## config.mk

```make
export PLATFORM = sky130hd
export DESIGN_NAME = block_header_stream
export DESIGN_NICKNAME = d
export VERILOG_FILES = /design/src/rtl/block_header_stream_pkg.sv /design/src/rtl/block_header_stream_delta_width.sv /design/src/rtl/block_header_stream.sv
export SDC_FILE = /design/constraint.sdc
export NUM_CORES = 1
export LEC_CHECK = 0
export CAP_MARGIN = 10
export CORE_MARGIN = 2
export CORE_UTILIZATION = 59
export CTS_BUF_LIST = sky130_fd_sc_hd__clkbuf_4 sky130_fd_sc_hd__clkbuf_8
export DETAILED_ROUTE_END_ITERATION = 10
export PLACE_DENSITY = 0.9
export SYNTH_ARGS = -nofsm -noshare
export SYNTH_HDL_FRONTEND = slang
export SYNTH_HIERARCHICAL = 1
export SYNTH_SLANG_ARGS = --single-unit
```

## constraint.sdc

```tcl
create_clock -name clk -period 11.3 [get_ports clk]
set_input_delay 2.26 -clock clk [delete_from_list [all_inputs] [get_ports clk]]
set_output_delay 2.26 -clock clk [all_outputs]
set_load 0.02 [all_outputs]
```

## src/rtl/block_header_stream_pkg.sv

```systemverilog
// Shared constants and types for the block header stream.
package block_header_stream_pkg;

    localparam int DEF_NUM_PIX      = 32;
    localparam int DEF_PIX_PER_BEAT = 4;
    localparam int DEF_NUM_CH       = 4;
    localparam int DEF_CH_W         = 8;
    localparam int DEF_MAX_DW       = 4;
    localparam int DEF_DW_W         = $clog2(DEF_CH_W + 1);

    typedef enum logic [1:0] {
        ACCUM = 2'd0,
        CALC  = 2'd1,
        OUT   = 2'd2
    } state_t;

    // One header field at default widths; packing order matches the h layout.
    typedef struct packed {
        logic                skip;
        logic [DEF_DW_W-1:0] dw;
        logic [DEF_CH_W-1:0] min;
    } hdr_fld_t;

endpackage

```

## src/rtl/block_header_stream_delta_width.sv

```systemverilog
// Maps an unsigned channel range (max - min) to the bit width needed to
// encode deltas: 0 for an empty range, otherwise index of the top set bit + 1.
module delta_width
    import block_header_stream_pkg::*;
#(
    parameter int CH_W = DEF_CH_W,
    parameter int DW_W = $clog2(CH_W + 1)
) (
    input  logic [CH_W-1:0] span,
    output logic [DW_W-1:0] dw
);

    // Highest set bit wins because later iterations overwrite earlier ones.
    always_comb begin
        dw = '0;
        for (int i = 0; i < CH_W; i++) begin
            if (span[i]) begin
                dw = DW_W'(i + 1);
            end
        end
    end

endmodule

```

## src/rtl/block_header_stream.sv

```systemverilog
// Accumulates per-channel min/max over a block of pixels arriving in beats,
// then emits a header (min, delta width, skip flag per channel) and a flag
// telling whether every channel fits within MAX_DW delta bits.
module block_header_stream
    import block_header_stream_pkg::*;
#(
    parameter int NUM_PIX      = DEF_NUM_PIX,
    parameter int PIX_PER_BEAT = DEF_PIX_PER_BEAT,
    parameter int NUM_CH       = DEF_NUM_CH,
    parameter int CH_W         = DEF_CH_W,
    parameter int MAX_DW       = DEF_MAX_DW,
    localparam int DW_W        = $clog2(CH_W + 1),
    localparam int FLD_W       = CH_W + DW_W + 1,
    localparam int HDR_W       = NUM_CH * FLD_W
) (
    input  logic                                       clk,
    input  logic                                       rst,
    input  logic                                       in_valid,
    output logic                                       in_ready,
    input  logic [PIX_PER_BEAT-1:0][NUM_CH-1:0][CH_W-1:0] in_pix,
    output logic                                       out_valid,
    input  logic                                       out_ready,
    output logic [HDR_W-1:0]                           h,
    output logic                                       compressable
);

    localparam int BEATS = NUM_PIX / PIX_PER_BEAT;
    localparam int CNT_W = (BEATS > 1) ? $clog2(BEATS) : 1;
    localparam logic [CNT_W-1:0] LAST_BEAT = CNT_W'(BEATS - 1);

    state_t state, state_next;
    logic [CNT_W-1:0] beat_cnt;
    logic [NUM_CH-1:0][CH_W-1:0] min_r, max_r, min_beat, max_beat, span;
    logic [NUM_CH-1:0][DW_W-1:0] dw;
    logic [HDR_W-1:0] h_next;
    logic comp_next;
    logic xfer;

    assign xfer = in_valid && in_ready;

    // State register.
    always_ff @(posedge clk) begin
        if (rst) begin
            state <= ACCUM;
        end else begin
            state <= state_next;
        end
    end

    // Next-state and handshake outputs.
    always_comb begin
        state_next = state;
        in_ready   = 1'b0;
        out_valid  = 1'b0;
        case (state)
            ACCUM: begin
                in_ready = 1'b1;
                if (in_valid && (beat_cnt == LAST_BEAT)) begin
                    state_next = CALC;
                end
            end
            CALC: begin
                state_next = OUT;
            end
            OUT: begin
                out_valid = 1'b1;
                if (out_ready) begin
                    state_next = ACCUM;
                end
            end
            default: begin
                state_next = ACCUM;
            end
        endcase
    end

    // Fold every pixel of the current beat into the running min/max.
    always_comb begin
        min_beat = min_r;
        max_beat = max_r;
        for (int p = 0; p < PIX_PER_BEAT; p++) begin
            for (int c = 0; c < NUM_CH; c++) begin
                if (in_pix[p][c] < min_beat[c]) begin
                    min_beat[c] = in_pix[p][c];
                end
                if (in_pix[p][c] > max_beat[c]) begin
                    max_beat[c] = in_pix[p][c];
                end
            end
        end
    end

    // Range is only consumed in CALC, where at least one beat has made max >= min.
    for (genvar c = 0; c < NUM_CH; c++) begin : g_ch
        assign span[c] = max_r[c] - min_r[c];
        delta_width #(
            .CH_W (CH_W),
            .DW_W (DW_W)
        ) u_delta_width (
            .span (span[c]),
            .dw   (dw[c])
        );
    end

    // Assemble the header fields and the compressable flag.
    always_comb begin
        h_next    = '0;
        comp_next = 1'b1;
        for (int c = 0; c < NUM_CH; c++) begin
            h_next[c*FLD_W +: FLD_W] = {(max_r[c] == min_r[c]), dw[c], min_r[c]};
            if (dw[c] > DW_W'(MAX_DW)) begin
                comp_next = 1'b0;
            end
        end
    end

    // Running statistics, beat counter and registered header.
    always_ff @(posedge clk) begin
        if (rst) begin
            beat_cnt     <= '0;
            min_r        <= '1;
            max_r        <= '0;
            h            <= '0;
            compressable <= 1'b0;
        end else begin
            case (state)
                ACCUM: begin
                    if (xfer) begin
                        min_r    <= min_beat;
                        max_r    <= max_beat;
                        beat_cnt <= (beat_cnt == LAST_BEAT) ? '0 : beat_cnt + CNT_W'(1);
                    end
                end
                CALC: begin
                    h            <= h_next;
                    compressable <= comp_next;
                end
                OUT: begin
                    if (out_ready) begin
                        min_r <= '1;
                        max_r <= '0;
                    end
                end
                default: begin
                end
            endcase
        end
    end

endmodule

```

-- Yosys cells after proc, flatten, opt, wreduce, memory -nomap -nowiden
Index checks and enable logic that the tools add are counted.
- $add $sub $neg: 5
- $lt $le $gt $ge: 36
- eq/ne operators: 10
- multiplexer cells: 80
- reduce and logical (&&, ||, !) cells: 7
- operators by type and width (kind ; number):
    8-bit two-way mux ; 32
    8-bit > comparator ; 16
    8-bit < comparator ; 16
    32-bit two-way mux ; 4
    32-bit one-hot mux with 2 select lines ; 2
    3-bit two-way mux ; 17
    8-bit equality test ; 4
    8-bit subtractor ; 4
    2-bit two-way mux ; 10
    4-bit by 3-bit > comparator with 1-bit output (second input constant) ; 4
    4-bit two-way mux ; 4
    1-bit two-way mux ; 10
    2-bit inequality test (second input constant) ; 3
    2-bit one-hot mux with 3 select lines ; 1
    2-bit AND reduction ; 2
    3-bit by 1-bit adder with 3-bit output (second input constant) ; 1
    3-bit equality test (second input constant) ; 1
    3-bit AND reduction ; 1
    2-bit by 1-bit equality test with 1-bit output (second input constant) ; 1
    2-bit equality test (second input constant) ; 1
    1-bit logical AND ; 2
    2-bit zero test ; 1
    2-bit nonzero test ; 1
- flip-flop bits (word level): 122
- input bits: 132
- output and inout port bits: 55
- logic and storage cells: 150

-- Logic depth before layout (Yosys ltp)
Gate-level depths: netlist (run 1).
- word-level depth: 14
- depth in mapped cells: 37
- depth with buffers taken out: 36

-- Hierarchy
The synthesis (run 1) kept the hierarchy.
- by module, submodules not included (module ; times used ; cells an instance ; area an instance (µm²) ; sequential area each (µm²)):
    block_header_stream ; 1 ; 1889 ; 14816.7 ; 2442.3
    delta_width ; 4 ; 12 ; 75.1 ; 0.0

-- Least setup slack after synthesis (run 1)
OpenSTA, ideal clock, no wires.
- path kind: input port to flip-flop
- from: input in_pix[1] in the netlist's numbering
- to: register max_r[0] in the netlist's numbering
- setup time: 0.058 ns
- arrival time: 8.518 ns
- path slack: 2.724 ns
- cell stages on the path: 35
- path buffers: 1
- path through: ha_1 -> nor2b_1 -> o21ai_1 -> a21oi_1 -> o21ai_1 -> mux2_2 -> inv_1 -> ha_1 -> nand3_1 -> nor2_1 -> nand2_1 -> o41ai_4 -> nand3_1 -> mux2i_1 -> ha_1 -> nor2b_1 -> o21a_1 -> o21a_1 -> o21a_1 -> o21bai_1 -> a22oi_1 -> a21oi_1 -> mux2i_1 -> and2_1 -> ha_1 -> nor2b_1 -> o21a_1 -> o21ai_0 -> nand2b_1 -> a21oi_1 -> o21ai_0 -> o21ai_1 -> and2_1 -> buf_1 -> a21o_1
- word-level cells in the longest chain between the ends: 10
- ends and longest elaborated chain (item ; line ; source):
    from (decl) ; block_header_stream.sv:20 ; input logic [PIX_PER_BEAT-1:0][NUM_CH-1:0][CH_W-1:0] in_pix,
    8-bit > comparator ; block_header_stream.sv:86 ; if (in_pix[p][c] > max_beat[c]) begin
    8-bit two-way mux * ; block_header_stream.sv:86 ;
    8-bit > comparator ; block_header_stream.sv:86 ;
    8-bit two-way mux * ; block_header_stream.sv:86 ;
    8-bit > comparator ; block_header_stream.sv:86 ;
    8-bit two-way mux * ; block_header_stream.sv:86 ;
    8-bit > comparator ; block_header_stream.sv:86 ;
    8-bit two-way mux * ; block_header_stream.sv:86 ;
    32-bit two-way mux * ; block_header_stream.sv:128 ; if (xfer) begin
    32-bit one-hot mux with 2 select lines * ; block_header_stream.sv:126 ; case (state)
    to (signal assigned) ; block_header_stream.sv:130 ; max_r <= max_beat;
    to (decl) ; block_header_stream.sv:33 ; logic [NUM_CH-1:0][CH_W-1:0] min_r, max_r, min_beat, max_beat, span;
Mark *: on every way between the ends. The rest lies on a longest branch, timed or not. The select of a mux whose other input is x is not followed.
A chain may end at the register's enable or synchronous reset.

-- Worst setup path after layout (run 1)
- from: input in_pix[9] in the netlist's numbering
- to: register max_r[12] in the netlist's numbering
Same word-level chain as after synthesis.

==> flow_summary_export.csv, run 1 <==
group,metric,value,unit
floorplan,coreArea,25200,um2
timing,final_hold_viol_count,0,
cells_and_area,fin_nets,2492,
drt,routed_wl,46.3,mm
drt,drt_iter0_markers,1486,
worst_setup_path,reg2reg_depth,36,
worst_setup_path,cp_top_family,"compound AO/OA/AOI/OAI gates",
logic_synthesis,synth_ff_type,"dfxtp_1",
worst_setup_path,path_depth,36,
pwr,power_density,250,nW/um2
worst_setup_path,arrival,10.22,ns
floorplan,die_w,164,um
status,outcome,"completed",
timing,max_slew_margin,24.7,%
timing,finalCriticalPeriod,9.83,ns
cells_and_area,utilization,70.1,%
logic_synthesis,syn_avg_cell_area,7.80,um2
min_path,hold_class,"flop to flop",
timing,skew,0.0243,ns
pwr,leakagePower,8.50,nW
pwr,power.internal,0.00213,W
timing,min_period_over_period,87.0,%
floorplan,initial_core_util,60.0,%
worst_setup_path,reg2reg_slack,3.19,ns
clock_network,htreeDepth,4,
worst_setup_path,r2r-end,"max_r[12]",
worst_setup_path,cp-endpoint,"max_r[12]",
clock_network,cts_buffers,17,
drt,dr.pass1.iters,6,
placed_design,pre_cts_ws,1.20,ns
clock_network,clkTransAtPathRegs,0.07,ns
clock_network,cts_resized,0,
cells_and_area,antenna_cells,0,
drt,routedWlPerCell,19.0,um
drt,ant_nets,0,
run,maxCapViolCount,0,
timing,setup_ws,1.47,ns
logic_synthesis,async_reset_ff_share,0,%
grt,grt_start_max_net_pins,90,
clock_network,post_cts_buffers,0,
logic_synthesis,ys_warn_count,6,
worst_setup_path,cp-end-kind,"flop",
worst_setup_path,cp-startpoint,"in_pix[9]",
floorplan,fp.dieArea,26900,um2
grt,grt_overflow,0,
drt,via_count,15400,
placed_design,port_buffers,186,
worst_setup_path,critPathBufInv,3,
worst_setup_path,crit_path_start_kind,"primary input",
clock_network,hold_buffers,0,
logic_synthesis,yosysUniqueCellTypes,85,
clock_network,cts-root-buf,"clkbuf_8",
worst_setup_path,critPathMaxFanout,16,
grt,grt_usage,33.9,%
timing,rsz0062_at_grt,"false",
cells_and_area,drive_above_1_share,7.32,%
placed_design,dp_hpwl,37.6,mm
logic_synthesis,synth_edf_count,0,
worst_setup_path,slowest_stage,"o21ai_1",
timing,fmax,0.102,GHz
worst_setup_path,slowest_delay,0.55,ns
pwr,seq_power_share,14.3,%
drt,via_per_inst,6.33,
worst_setup_path,crit_required,11.70,ns
logic_synthesis,synth_cells,1937,
placed_design,routabilityCongestion,0.970,
pwr,power.ir.vdd_worst,0.137,mV
pwr,switching_share,51.6,%
timing,final.setup.tns,0,ns
logic_synthesis,ys_seq_area_share,16.2,%
floorplan,num_io_pins,187,
timing,maxSlewViolCount,0,
pwr,comb_power_share,76.2,%
floorplan,row_count,58,
floorplan,die_h,164,um
logic_synthesis,syn_area,15100,um2
worst_setup_path,r2r-start,"max_r[9]",
clock_network,clk_latency,0.47,ns
pwr,power_switching,0.00227,W
cells_and_area,final.fill_count,2008,
pwr,clkPwrFrac,9.6,%
drt,drc,0,
clock_network,clock_sinks,122,
clock_network,clockBufferDepth,2,
worst_setup_path,critical_path_class,"primary input to flop",
grt,grt_pass1_wl,73.6,mm
clock_network,tritoncts,"built",
cells_and_area,areaGrowthSynthToFinish,16.8,%
logic_synthesis,synth_fp_nets,2337,
logic_synthesis,ys_ff_latch,122,
timing,tightest_slew,1.13,ns
timing,finalSetupViolCount,0,
grt,grt_pass1_vias,14900,
grt,antenna_found_initial,0,
[per-layer routing]
metal / GRT usage (%) / vias up / share of wire, %
met5: 0 / - / 0
met4: 13.3 / 0 / 3.2
met3: 4.52 / 121 / 7.6
met2: 57.8 / 732 / 46
met1: 43.3 / 7140 / 43
li1: - / 7415 / -
[registers in the layout, indices dropped and copies added (netlist names)]
register	flops
h	52
beat_cnt	3
state	2
max_r	32
compressable	1
h_next	32
[metrics by stage]
step | instance area (um2) | hold slack, ns | cells | power, W
CTS | 17700 | 0.457 | 2435 | 0.00433
finish | 17700 | 0.456 | 2435 | 0.00440
detailed placement | 17200 | 0.447 | 2403 | 0.00389
global route | 17700 | 0.484 | 2435 | 0.00479
global placement | 17200 | 0.443 | 2403 | 0.00375
floorplan | 15100 | 0.440 | 1937 | 0.00311
[cells in the final DEF, fill, tap and decap left out, types with 30 or more instances in the layout]
cell type        count
ha_1               264
clkdlybuf4s50_1    185
nor2_1             105
a21oi_1            209
mux2i_1             57
dfxtp_1            122
inv_1              191
a21o_1              92
o21a_1              48
nand2_1            166
o21ai_0             78
mux2_2              30
nand3_1             50
[worst min path at each step]
stage | startpoint | endpoint | cells after the start
2_1_floorplan | beat_cnt[1] | beat_cnt[1] | 2
3_3_place_gp | h[41] | h[41] | 2
3_5_place_dp | h[50] | h[50] | 2
4_1_cts | h[50] | h[50] | 2
5_1_grt | h[42] | h[42] | 2
6_report | h[50] | h[50] | 2
[final cells by class]
cell class	count	area, um2	area share [%]
sequential	122	2440	13.8
timing repair buffer	196	1930	10.9
inverter	192	721	4.08
clock inverter	13	170	0.964
multi-input combinational	1563	11700	66.4
clock buffer	19	255	1.45
tap	330	413	2.34
[synthesized netlist by cell type (all sizes together) (5+ instances only)]
| library cell | count | area, um2 |
|---|---|---|
| buf | 17 | 88.8 |
| and3 | 23 | 164 |
| nand3b | 11 | 82.6 |
| o211a | 12 | 120 |
| a211oi | 10 | 75.1 |
| a41oi | 6 | 52.6 |
| clkbuf | 43 | 161 |
| mux2 | 30 | 338 |
| nand2 | 166 | 623 |
| o32ai | 14 | 123 |
| o22ai | 15 | 93.8 |
| o311ai | 15 | 156 |
| a21o | 92 | 691 |
| a22o | 15 | 131 |
| xnor2 | 8 | 70.1 |
| a211o | 9 | 78.8 |
| o21a | 49 | 369 |
| nor2b | 28 | 175 |
| o211ai | 5 | 37.5 |
| nor4 | 17 | 159 |
| o21ai | 93 | 469 |
| dfxtp | 122 | 2440 |
| nand2b | 30 | 188 |
| a21oi | 220 | 1150 |
| nor2 | 105 | 394 |
| o31ai | 15 | 128 |
| mux2i | 57 | 571 |
| nand4 | 25 | 169 |
| or2 | 28 | 175 |
| ha | 264 | 3300 |
| xor2 | 20 | 175 |
| and2 | 16 | 101 |
| nand3 | 50 | 250 |
| nor3 | 21 | 105 |
| a31oi | 13 | 81.3 |
| inv | 192 | 721 |
| o41ai | 10 | 193 |
| o2bb2ai | 7 | 61.3 |
[power groups by stage]
stage | Sequential (W) | Combinational (W) | Clock, W
detailed placement | 0.000631 | 0.00326 | 0
floorplan | 0.000579 | 0.00253 | 0
CTS | 0.000621 | 0.00329 | 0.000424
global route | 0.000634 | 0.00371 | 0.000443
global placement | 0.000632 | 0.00312 | 0
finish | 0.000629 | 0.00335 | 0.000421
[tightest hold or removal path, stage by stage (launching register included)]
cell and delay (ns):
dfxtp_1 0.31, nand2_1 0.05, a21oi_1 0.05
[kinds of logic after synthesis]
group,Yosys count,share of synthesized area [%]
buffers and inverters,252,6.42
and+or+nand+nor,535,18.0
AOI/OAI and AO/OA,645,29.4
DFF,122,16.2
adders and majority gates,268,22.4
muxes,87,6.01
xor gates and xnor gates,28,1.62
(Power assumes the default switching activity.)
==> inputs of run 2 (changes only) <==
--- a/config.mk
+++ b/config.mk
@@ -11,6 +11,7 @@
 export CTS_BUF_LIST = sky130_fd_sc_hd__clkbuf_4 sky130_fd_sc_hd__clkbuf_8
 export DETAILED_ROUTE_END_ITERATION = 10
 export PLACE_DENSITY = 0.9
+export SKIP_CTS_REPAIR_TIMING = 1
 export SYNTH_ARGS = -nofsm -noshare
 export SYNTH_HDL_FRONTEND = slang
 export SYNTH_HIERARCHICAL = 1
==> results of run 2 <==
The final DEF is identical to that of run 1; final timing and power are the same.
==> inputs of run 3 (changes only) <==
--- a/config.mk
+++ b/config.mk
@@ -6,12 +6,13 @@
 export NUM_CORES = 1
 export LEC_CHECK = 0
 export CAP_MARGIN = 10
-export CORE_MARGIN = 2
 export CORE_UTILIZATION = 59
 export CTS_BUF_LIST = sky130_fd_sc_hd__clkbuf_4 sky130_fd_sc_hd__clkbuf_8
 export DETAILED_ROUTE_END_ITERATION = 10
 export PLACE_DENSITY = 0.9
+export SETUP_SLACK_MARGIN = 0.3
 export SKIP_CTS_REPAIR_TIMING = 1
+export SLEW_MARGIN = 20
 export SYNTH_ARGS = -nofsm -noshare
 export SYNTH_HDL_FRONTEND = slang
 export SYNTH_HIERARCHICAL = 1
==> flow_summary_export.csv, run 3 (same netlist as run 1, synthesis figures left out) <==
group,metric,value,unit
drt,via_count,15400,
grt,grt_start_max_net_pins,90,
floorplan,row_count,58,
floorplan,die_h,162,um
placed_design,port_buffers,186,
clock_network,clock_sinks,122,
clock_network,tritoncts,"built",
drt,drt_iter0_markers,1353,
drt,routedWlPerCell,18.9,um
cells_and_area,fin_nets,2492,
timing,finalHoldWorstSlack,0.454,ns
drt,via_per_inst,6.31,
grt,grt_pass1_vias,15000,
timing,tightest_slew,1.11,ns
worst_setup_path,slowest_stage,"clkdlybuf4s50_1",
drt,routed_wl,46.0,mm
floorplan,num_io_pins,187,
cells_and_area,top_register,"h",
run,maxCapViolCount,0,
timing,finalSetupViolCount,0,
cells_and_area,drive_above_1_share,7.32,%
min_path,hold_class,"flop to flop",
drt,ant_nets,0,
clock_network,clk_latency,0.45,ns
grt,antenna_found_initial,0,
timing,fmax,0.100,GHz
drt,drc,0,
clock_network,htreeDepth,4,
clock_network,cts_buffers,17,
pwr,power_density,246,nW/um2
worst_setup_path,critical_path_class,"primary input to flop",
cells_and_area,layout_common_cells,"ha_1 (264), a21oi_1 (209), inv_1 (191)",
timing,max_slew_margin,25.8,%
floorplan,coreArea,25200,um2
grt,grt_pass1_wl,73.3,mm
grt,grt_usage,34.8,%
timing,skew,0.00940,ns
floorplan,initial_core_util,60.0,%
placed_design,dp_hpwl,37.6,mm
cells_and_area,final.fill_count,2129,
cells_and_area,largest_reg_flops,52,
clock_network,cts-root-buf,"clkbuf_8",
placed_design,dp.cells,2401,
worst_setup_path,arrival,10.38,ns
worst_setup_path,critPathBufInv,3,
cells_and_area,antenna_cells,0,
worst_setup_path,slowest_delay,0.52,ns
status,outcome,"completed",
cells_and_area,areaGrowthSynthToFinish,16.3,%
worst_setup_path,crit_required,11.70,ns
worst_setup_path,cp-end-kind,"flop",
timing,rsz0062_at_grt,"false",
grt,grt_overflow,0,
pwr,leakagePower,8.48,nW
placed_design,routabilityCongestion,0.989,
cells_and_area,final_common_cell,"ha_1",
cells_and_area,stdcell_count,2433,
floorplan,fp.dieArea,26300,um2
timing,min_period_over_period,88.3,%
worst_setup_path,cp_top_family,"compound AO/OA/AOI/OAI gates",
pwr,power.ir.vdd_worst,0.138,mV
clock_network,clockBufferDepth,2,
clock_network,clkTransAtPathRegs,0.07,ns
timing,maxSlewViolCount,0,
timing,final_hold_viol_count,0,
worst_setup_path,critPathMaxFanout,12,
floorplan,die_w,162,um
timing,final.setup.tns,0,ns
timing,finalCriticalPeriod,9.98,ns
drt,dr.pass1.iters,5,
worst_setup_path,crit_path_start_kind,"primary input",
## run 3: final timing paths
path	startpoint	endpoint	slack, ns	cells after the start
max	in_pix[9]	max_r[12]	1.32	36
min	h[21]	h[21]	0.45	2
max reg2reg	max_r[9]	max_r[12]	3.05	36
min reg2reg	h[21]	h[21]	0.45	2
## run 3: per-layer routing
| layer | routed length [um] | track usage, % | vias up |
|---|---|---|---|
| met5 | 0 | 0 | - |
| met4 | 1510 | 14.5 | 0 |
| met3 | 3280 | 5.29 | 140 |
| met2 | 21800 | 60.1 | 656 |
| met1 | 19500 | 42.8 | 7149 |
| li1 | - | - | 7415 |
## run 3: worst register-to-register path, delay by kind of cell, from the launching register on
| family | cells | cell delay (ns) |
|---|---|---|
| mux | 3 | 0.85 |
| compound gates | 15 | 3.22 |
| buf+inv | 3 | 0.49 |
| flops | 1 | 0.48 |
| simple gates | 11 | 1.93 |
| fa+ha+maj | 4 | 1.23 |
## run 3: final cells by class
type	instances	area, um2	area share [%]
Timing Repair Buffer	196	1950	11.1
Multi-Input combinational cell	1563	11700	66.7
Clock inverter	8	47.5	0.270
Inverter	192	721	4.10
Tap cell	330	413	2.35
Sequential cell	122	2440	13.9
Clock buffer	22	290	1.65
## run 3: per-stage QoR
stage          util [%]  setup slack, ns  power (W)  instance area (um2)
6_report           69.8             1.32    0.00433                17600
5_1_grt            69.8            0.888    0.00470                17600
4_1_cts            69.7             1.35    0.00426                17600
3_5_place_dp       68.4            0.889    0.00390                17200
3_3_place_gp       68.3             1.13    0.00376                17200
2_1_floorplan         -             2.72    0.00311                15100
## run 3: power by group
part           switching (W)  internal, W
Sequential          0.000111     0.000515
Combinational        0.00196      0.00140
Clock               0.000173     0.000169
Total                0.00225      0.00208
